## config.mk

```make
export PLATFORM = sky130hd
export DESIGN_NAME = uart_fifo
export DESIGN_NICKNAME = d
export VERILOG_FILES = /design/src/rtl/uart_reg_pkg.sv /design/src/rtl/uart_fifo_mem.sv /design/src/rtl/uart_fifo.sv
export SDC_FILE = /design/constraint.sdc
export NUM_CORES = 1
export LEC_CHECK = 0
export CORE_ASPECT_RATIO = 0.5
export CORE_UTILIZATION = 59
export CTS_CLUSTER_DIAMETER = 80
export DETAILED_ROUTE_END_ITERATION = 10
export GPL_TIMING_DRIVEN = 0
export HOLD_SLACK_MARGIN = 0.03
export PLACE_DENSITY = 0.81
export SETUP_SLACK_MARGIN = 0.5
export SKIP_CTS_REPAIR_TIMING = 1
export SLEW_MARGIN = 10
export SYNTH_ARGS = -nofsm -noshare
export SYNTH_HDL_FRONTEND = slang
export SYNTH_SLANG_ARGS = --single-unit
```

## constraint.sdc

```tcl
create_clock -name clk_i -period 3.25 [get_ports clk_i]
set_clock_uncertainty 0.05 [all_clocks]
set_input_delay 0.975 -clock clk_i [delete_from_list [all_inputs] [get_ports clk_i]]
set_output_delay 0.975 -clock clk_i [all_outputs]
set_load 0.03 [all_outputs]
```

## src/rtl/uart_reg_pkg.sv

```systemverilog
// Shared UART register-interface definitions: FIFO sizing constants and the
// per-FIFO status word that both the TX and RX instances map into the status registers.
package uart_reg_pkg;

    localparam int UART_FIFO_DEPTH = 16;
    localparam int UART_FIFO_WIDTH = 8;
    localparam int UART_FIFO_CNT_W = $clog2(UART_FIFO_DEPTH) + 1;

    typedef struct packed {
        logic                       empty;
        logic                       full;
        logic                       level;
        logic                       overflow;
        logic                       underflow;
        logic [UART_FIFO_CNT_W-1:0] count;
    } fifo_status_t;

endpackage

```

## src/rtl/uart_fifo_mem.sv

```systemverilog
// Storage array for uart_fifo: one synchronous write port, one combinational
// read port, deliberately left unreset.
module uart_fifo_mem #(
    parameter int WIDTH = 8,
    parameter int DEPTH = 16,
    parameter int AW    = $clog2(DEPTH)
) (
    input  logic             clk_i,
    input  logic             we_i,
    input  logic [AW-1:0]    waddr_i,
    input  logic [WIDTH-1:0] wdata_i,
    input  logic [AW-1:0]    raddr_i,
    output logic [WIDTH-1:0] rdata_o
);

    logic [WIDTH-1:0] mem_q [DEPTH];

    always_ff @(posedge clk_i) begin
        if (we_i) begin
            mem_q[waddr_i] <= wdata_i;
        end
    end

    assign rdata_o = mem_q[raddr_i];

endmodule

```

## src/rtl/uart_fifo.sv

```systemverilog
// First-word-fall-through byte FIFO shared by the UART TX and RX paths, with
// occupancy count, programmable level flag and sticky overflow/underflow flags.
module uart_fifo
    import uart_reg_pkg::*;
#(
    parameter int  WIDTH = UART_FIFO_WIDTH,
    parameter int  DEPTH = UART_FIFO_DEPTH,
    localparam int CNT_W = $clog2(DEPTH) + 1
) (
    input  logic             clk_i,
    input  logic             reset_i,
    input  logic             clr_i,
    input  logic             wen_i,
    input  logic [WIDTH-1:0] wdata_i,
    input  logic             ren_i,
    output logic [WIDTH-1:0] rdata_o,
    output logic             empty_o,
    output logic             full_o,
    output logic [CNT_W-1:0] count_o,
    input  logic [CNT_W-1:0] thresh_i,
    output logic             level_o,
    output logic             overflow_o,
    output logic             underflow_o
);

    localparam int AW = $clog2(DEPTH);

    logic [AW-1:0]    wptr_q, wptr_d;
    logic [AW-1:0]    rptr_q, rptr_d;
    logic [CNT_W-1:0] count_q, count_d;
    logic             overflow_q, overflow_d;
    logic             underflow_q, underflow_d;
    logic             wr_acc, rd_acc;
    logic [WIDTH-1:0] mem_rdata;

    // A full FIFO can still take a write when the same cycle pops the head.
    always_comb begin
        wr_acc      = !clr_i && wen_i && (!full_o || ren_i);
        rd_acc      = !clr_i && ren_i && !empty_o;
        wptr_d      = wptr_q;
        rptr_d      = rptr_q;
        count_d     = count_q;
        overflow_d  = overflow_q;
        underflow_d = underflow_q;
        if (clr_i) begin
            wptr_d      = '0;
            rptr_d      = '0;
            count_d     = '0;
            overflow_d  = 1'b0;
            underflow_d = 1'b0;
        end else begin
            if (wr_acc) wptr_d = wptr_q + 1'b1;
            if (rd_acc) rptr_d = rptr_q + 1'b1;
            if (wr_acc && !rd_acc) count_d = count_q + 1'b1;
            if (rd_acc && !wr_acc) count_d = count_q - 1'b1;
            overflow_d  = overflow_q  || (wen_i && !wr_acc);
            underflow_d = underflow_q || (ren_i && empty_o);
        end
    end

    always_ff @(posedge clk_i or negedge reset_i) begin
        if (!reset_i) begin
            wptr_q      <= '0;
            rptr_q      <= '0;
            count_q     <= '0;
            overflow_q  <= 1'b0;
            underflow_q <= 1'b0;
        end else begin
            wptr_q      <= wptr_d;
            rptr_q      <= rptr_d;
            count_q     <= count_d;
            overflow_q  <= overflow_d;
            underflow_q <= underflow_d;
        end
    end

    uart_fifo_mem #(
        .WIDTH (WIDTH),
        .DEPTH (DEPTH),
        .AW    (AW)
    ) u_mem (
        .clk_i   (clk_i),
        .we_i    (wr_acc),
        .waddr_i (wptr_q),
        .wdata_i (wdata_i),
        .raddr_i (rptr_q),
        .rdata_o (mem_rdata)
    );

    assign empty_o     = (count_q == '0);
    assign full_o      = (count_q == CNT_W'(DEPTH));
    assign level_o     = (count_q >= thresh_i);
    assign count_o     = count_q;
    assign rdata_o     = empty_o ? '0 : mem_rdata;
    assign overflow_o  = overflow_q;
    assign underflow_o = underflow_q;

endmodule

```

==> metrics <==
status finished, final reports clean; Final Instance Area 0.00780 mm2; Via Count 3,594; htree depth 4; Final Cycle Share 1.00; Clock transition at path regs 60 ps; Iteration-0 DRC Markers 469; Top FF cell, synth edfxtp_1; dpl cell area 0.00668 mm2; DIE WIDTH 145 um; PwrDens 814 mW/mm2; Crit Path Class reg2out; Final #Nets 445; Max Cap Viol 0; clock power share 0.310; sequential share of power 0.340; Layout Area Growth over Synthesis 29.6%; register area share after synthesis 0.701; WHS Endpoint overflow_o; post-route setup slack 0.0302 ps; reg2reg end count_o[4]; Fin. Hold Viols 0; critical path's most frequent cell buf_12; WL final 14,700 um; Synth Area in Compound Gates 0.0349; ranking of synthesized cells by area edfxtp_1, mux4_2, dfrtp_1; final core utilization 0.807; largest net degree at the start of global routing 17; average size of a mapped cell 17.6 um2; multi-input logic area 0.00198 mm2; total CTS buffers 17; clock sinks 143; Fill cells 464; Syn. warnings 0; Pins Over Slew Limit 0; vias in the first global route 3,377; Post-Place Worst Slack -604 ps; Root Driver clkbuf_16; sw power 0.00195 W; Slew headroom 0.316; largest family of logic cells by synthesized area multiplexers; CP peak stage delay 550 ps; Slew @ Worst Pin 1020 ps; HP Class reg2reg; die area 0.0106 mm2; IO Count 36; Antenna Nets Post-Route 0; RSZ-0062 raised after global routing yes; ratio of cells with drive above 1 in the final layout 0.397; GRT Resource Usage Total 0.272; initial antenna violation count 0; first-pass GRT wire length 19,200 um; Crit. End Element output pin; Hold Path Depth 2; # diodes 0; Gate power share 0.349; Setup Viol. Count Final 0; register area 0.00422 mm2; Std-Cell Rows 25; count leader, synth edfxtp_1; cell count after placement 515; crit-path cells buf_12 > buf_12 > mux4_2 > mux2i_2 > o22ai_2 > buf_6; count of input and output buffers 34; worst-skew pair later-pin latency 430 ps; simple-gate area share of the yosys netlist 0.0567; Die Y 73.4 um; WP data arrival 2220 ps; CP startpoint kind flop; final HPWL from detailed placement 8050 um; post-synthesis mux area share 0.150; minimum clock period 3250 ps; synth cell count leaders edfxtp_1, mux4_2, inv_1, mux2i_1; CP max FO 6; Critical Path Slowest Stage Cell mux4_2; Synth area leader edfxtp_1; TritonRoute pass-1 iters 5; switching share of power 0.307; GPL Wtd Cong 0.828; post-route DRC violation count 0; core area 0.00967 mm2; leakage 2.74 nW; Buf/Inv on CP 3; synth unique cells 38; asr flop ratio synth 0.105; Register-to-Register Setup Slack 380 ps; Synth Cell Area 0.00602 mm2; Vias per Instance 6.38; post-synthesis cell count 342; reg2reg path depth 11; Int Power 0.00440 W; worst r2r src count_o[2]; post-synthesis register bit count 143; wire per inst 26.1 um; adder-cell share of the synthesized area 0.0249; VDD IR max 546 uV; fin cells 563; worst hold start overflow_o; maximum buffer depth of the clock tree 2; Net Count, Synth 372; Req. time, crit path 2220 ps; Max Clk Rate 308 MHz; Post-synth EDFFs 128; total gr overflow 0; initial core utilization 0.623; CTS tree yes; Crit path max-delay family multiplexers; Post-Synth XOR/XNOR Area 0.0102; Synth top area share 0.638
## worst reg2reg max path, delay by kind of cell, from the launching register on
| family | cells | cell delay [ps] |
|---|---|---|
| AND/OR/NAND/NOR | 4 | 1320 |
| multiplexers | 1 | 90 |
| buffers and inverters | 2 | 280 |
| AO/OA/AOI/OAI | 2 | 360 |
| adder cells (fa/ha/maj) | 1 | 200 |
| XOR/XNOR | 1 | 100 |
| flip-flops | 1 | 390 |
## stage by stage
step	total power (W)	hold slack [ps]	setup TNS [ps]
floorplan	0.00331	485	0
CTS	0.00578	466	-8680
global route	0.00654	488	-74.4
global placement	0.00376	433	-31080
detailed placement	0.00382	454	-25830
finish	0.00635	454	0
## routing by layer
metal,share of wire,routed length [um],track usage,vias to the layer above
met2,0.49,7190,0.427,237
met4,0.017,252,0.0725,0
met1,0.41,6040,0.355,1830
met5,0,0,0,-
met3,0.084,1230,0.111,32
li1,-,-,-,1495
## power by group through the flow
stage,sequential (W),combinational (W),clock [W]
3_5_place_dp,0.00217,0.00166,0
2_1_floorplan,0.00220,0.00111,0
4_1_cts,0.00213,0.00167,0.00197
6_report,0.00216,0.00222,0.00197
5_1_grt,0.00217,0.00232,0.00205
3_3_place_gp,0.00216,0.00159,0
## cell families after synthesis
logic type,count (synthesis)
adder cells (fa/ha/maj),12
buffers and inverters,35
flip-flops,143
multiplexers,50
AND/OR/NAND/NOR,65
AO/OA/AOI/OAI,30
XOR/XNOR,7
## cell type report
class	instances	share of cell area
inverter	18	0.00866
buffer	17	0.0226
sequential	143	0.541
tap	135	0.0216
multi-input combinational	164	0.254
clock inverter	14	0.0213
clock buffer	18	0.0550
timing repair buffer	54	0.0755
## registers in the layout (all words and copies together) (netlist names)
signal,cells
underflow_o,1
rptr_q,4
overflow_o,1
u_mem.mem_q,128
wptr_q,4
count_o,5
## worst max-delay path by stage
stage / start / endpoint / slack, ps / cells after the start
after floorplan: thresh_i[0] / level_o / 380 / 6
after global placement: ren_i / u_mem.mem_q[0][5] / -790 / 5
after detailed placement: thresh_i[0] / level_o / -600 / 8
after CTS: rptr_q[2] / rdata_o[7] / -1050 / 5
after global routing: rptr_q[0] / rdata_o[2] / -40 / 6
final: rptr_q[0] / rdata_o[2] / 0.03 / 6
## cells in the final DEF, fill, tap and decap left out, drive strengths merged
cell type	count
nor2b	3
clkinv	5
clkdlybuf4s50	15
nand2b	3
bufinv	3
buf	37
a311oi	1
a21o	1
nand4	1
clkinvlp	4
xor2	4
a211oi	1
nor3b	3
o31ai	1
nand3	8
a21oi	10
mux2i	18
or3	2
and3	1
nor4	5
or4	2
o41ai	1
o21ai	5
nand2	13
o22ai	8
and2	8
edfxtp	128
dfrtp	15
a31o	1
clkbuf	30
a22oi	1
inv	20
nor2	15
nor3	1
ha	12
xnor2	3
mux4	32
dlymetal6s2s	7
Note: power is estimated with default switching activity, not from simulation.
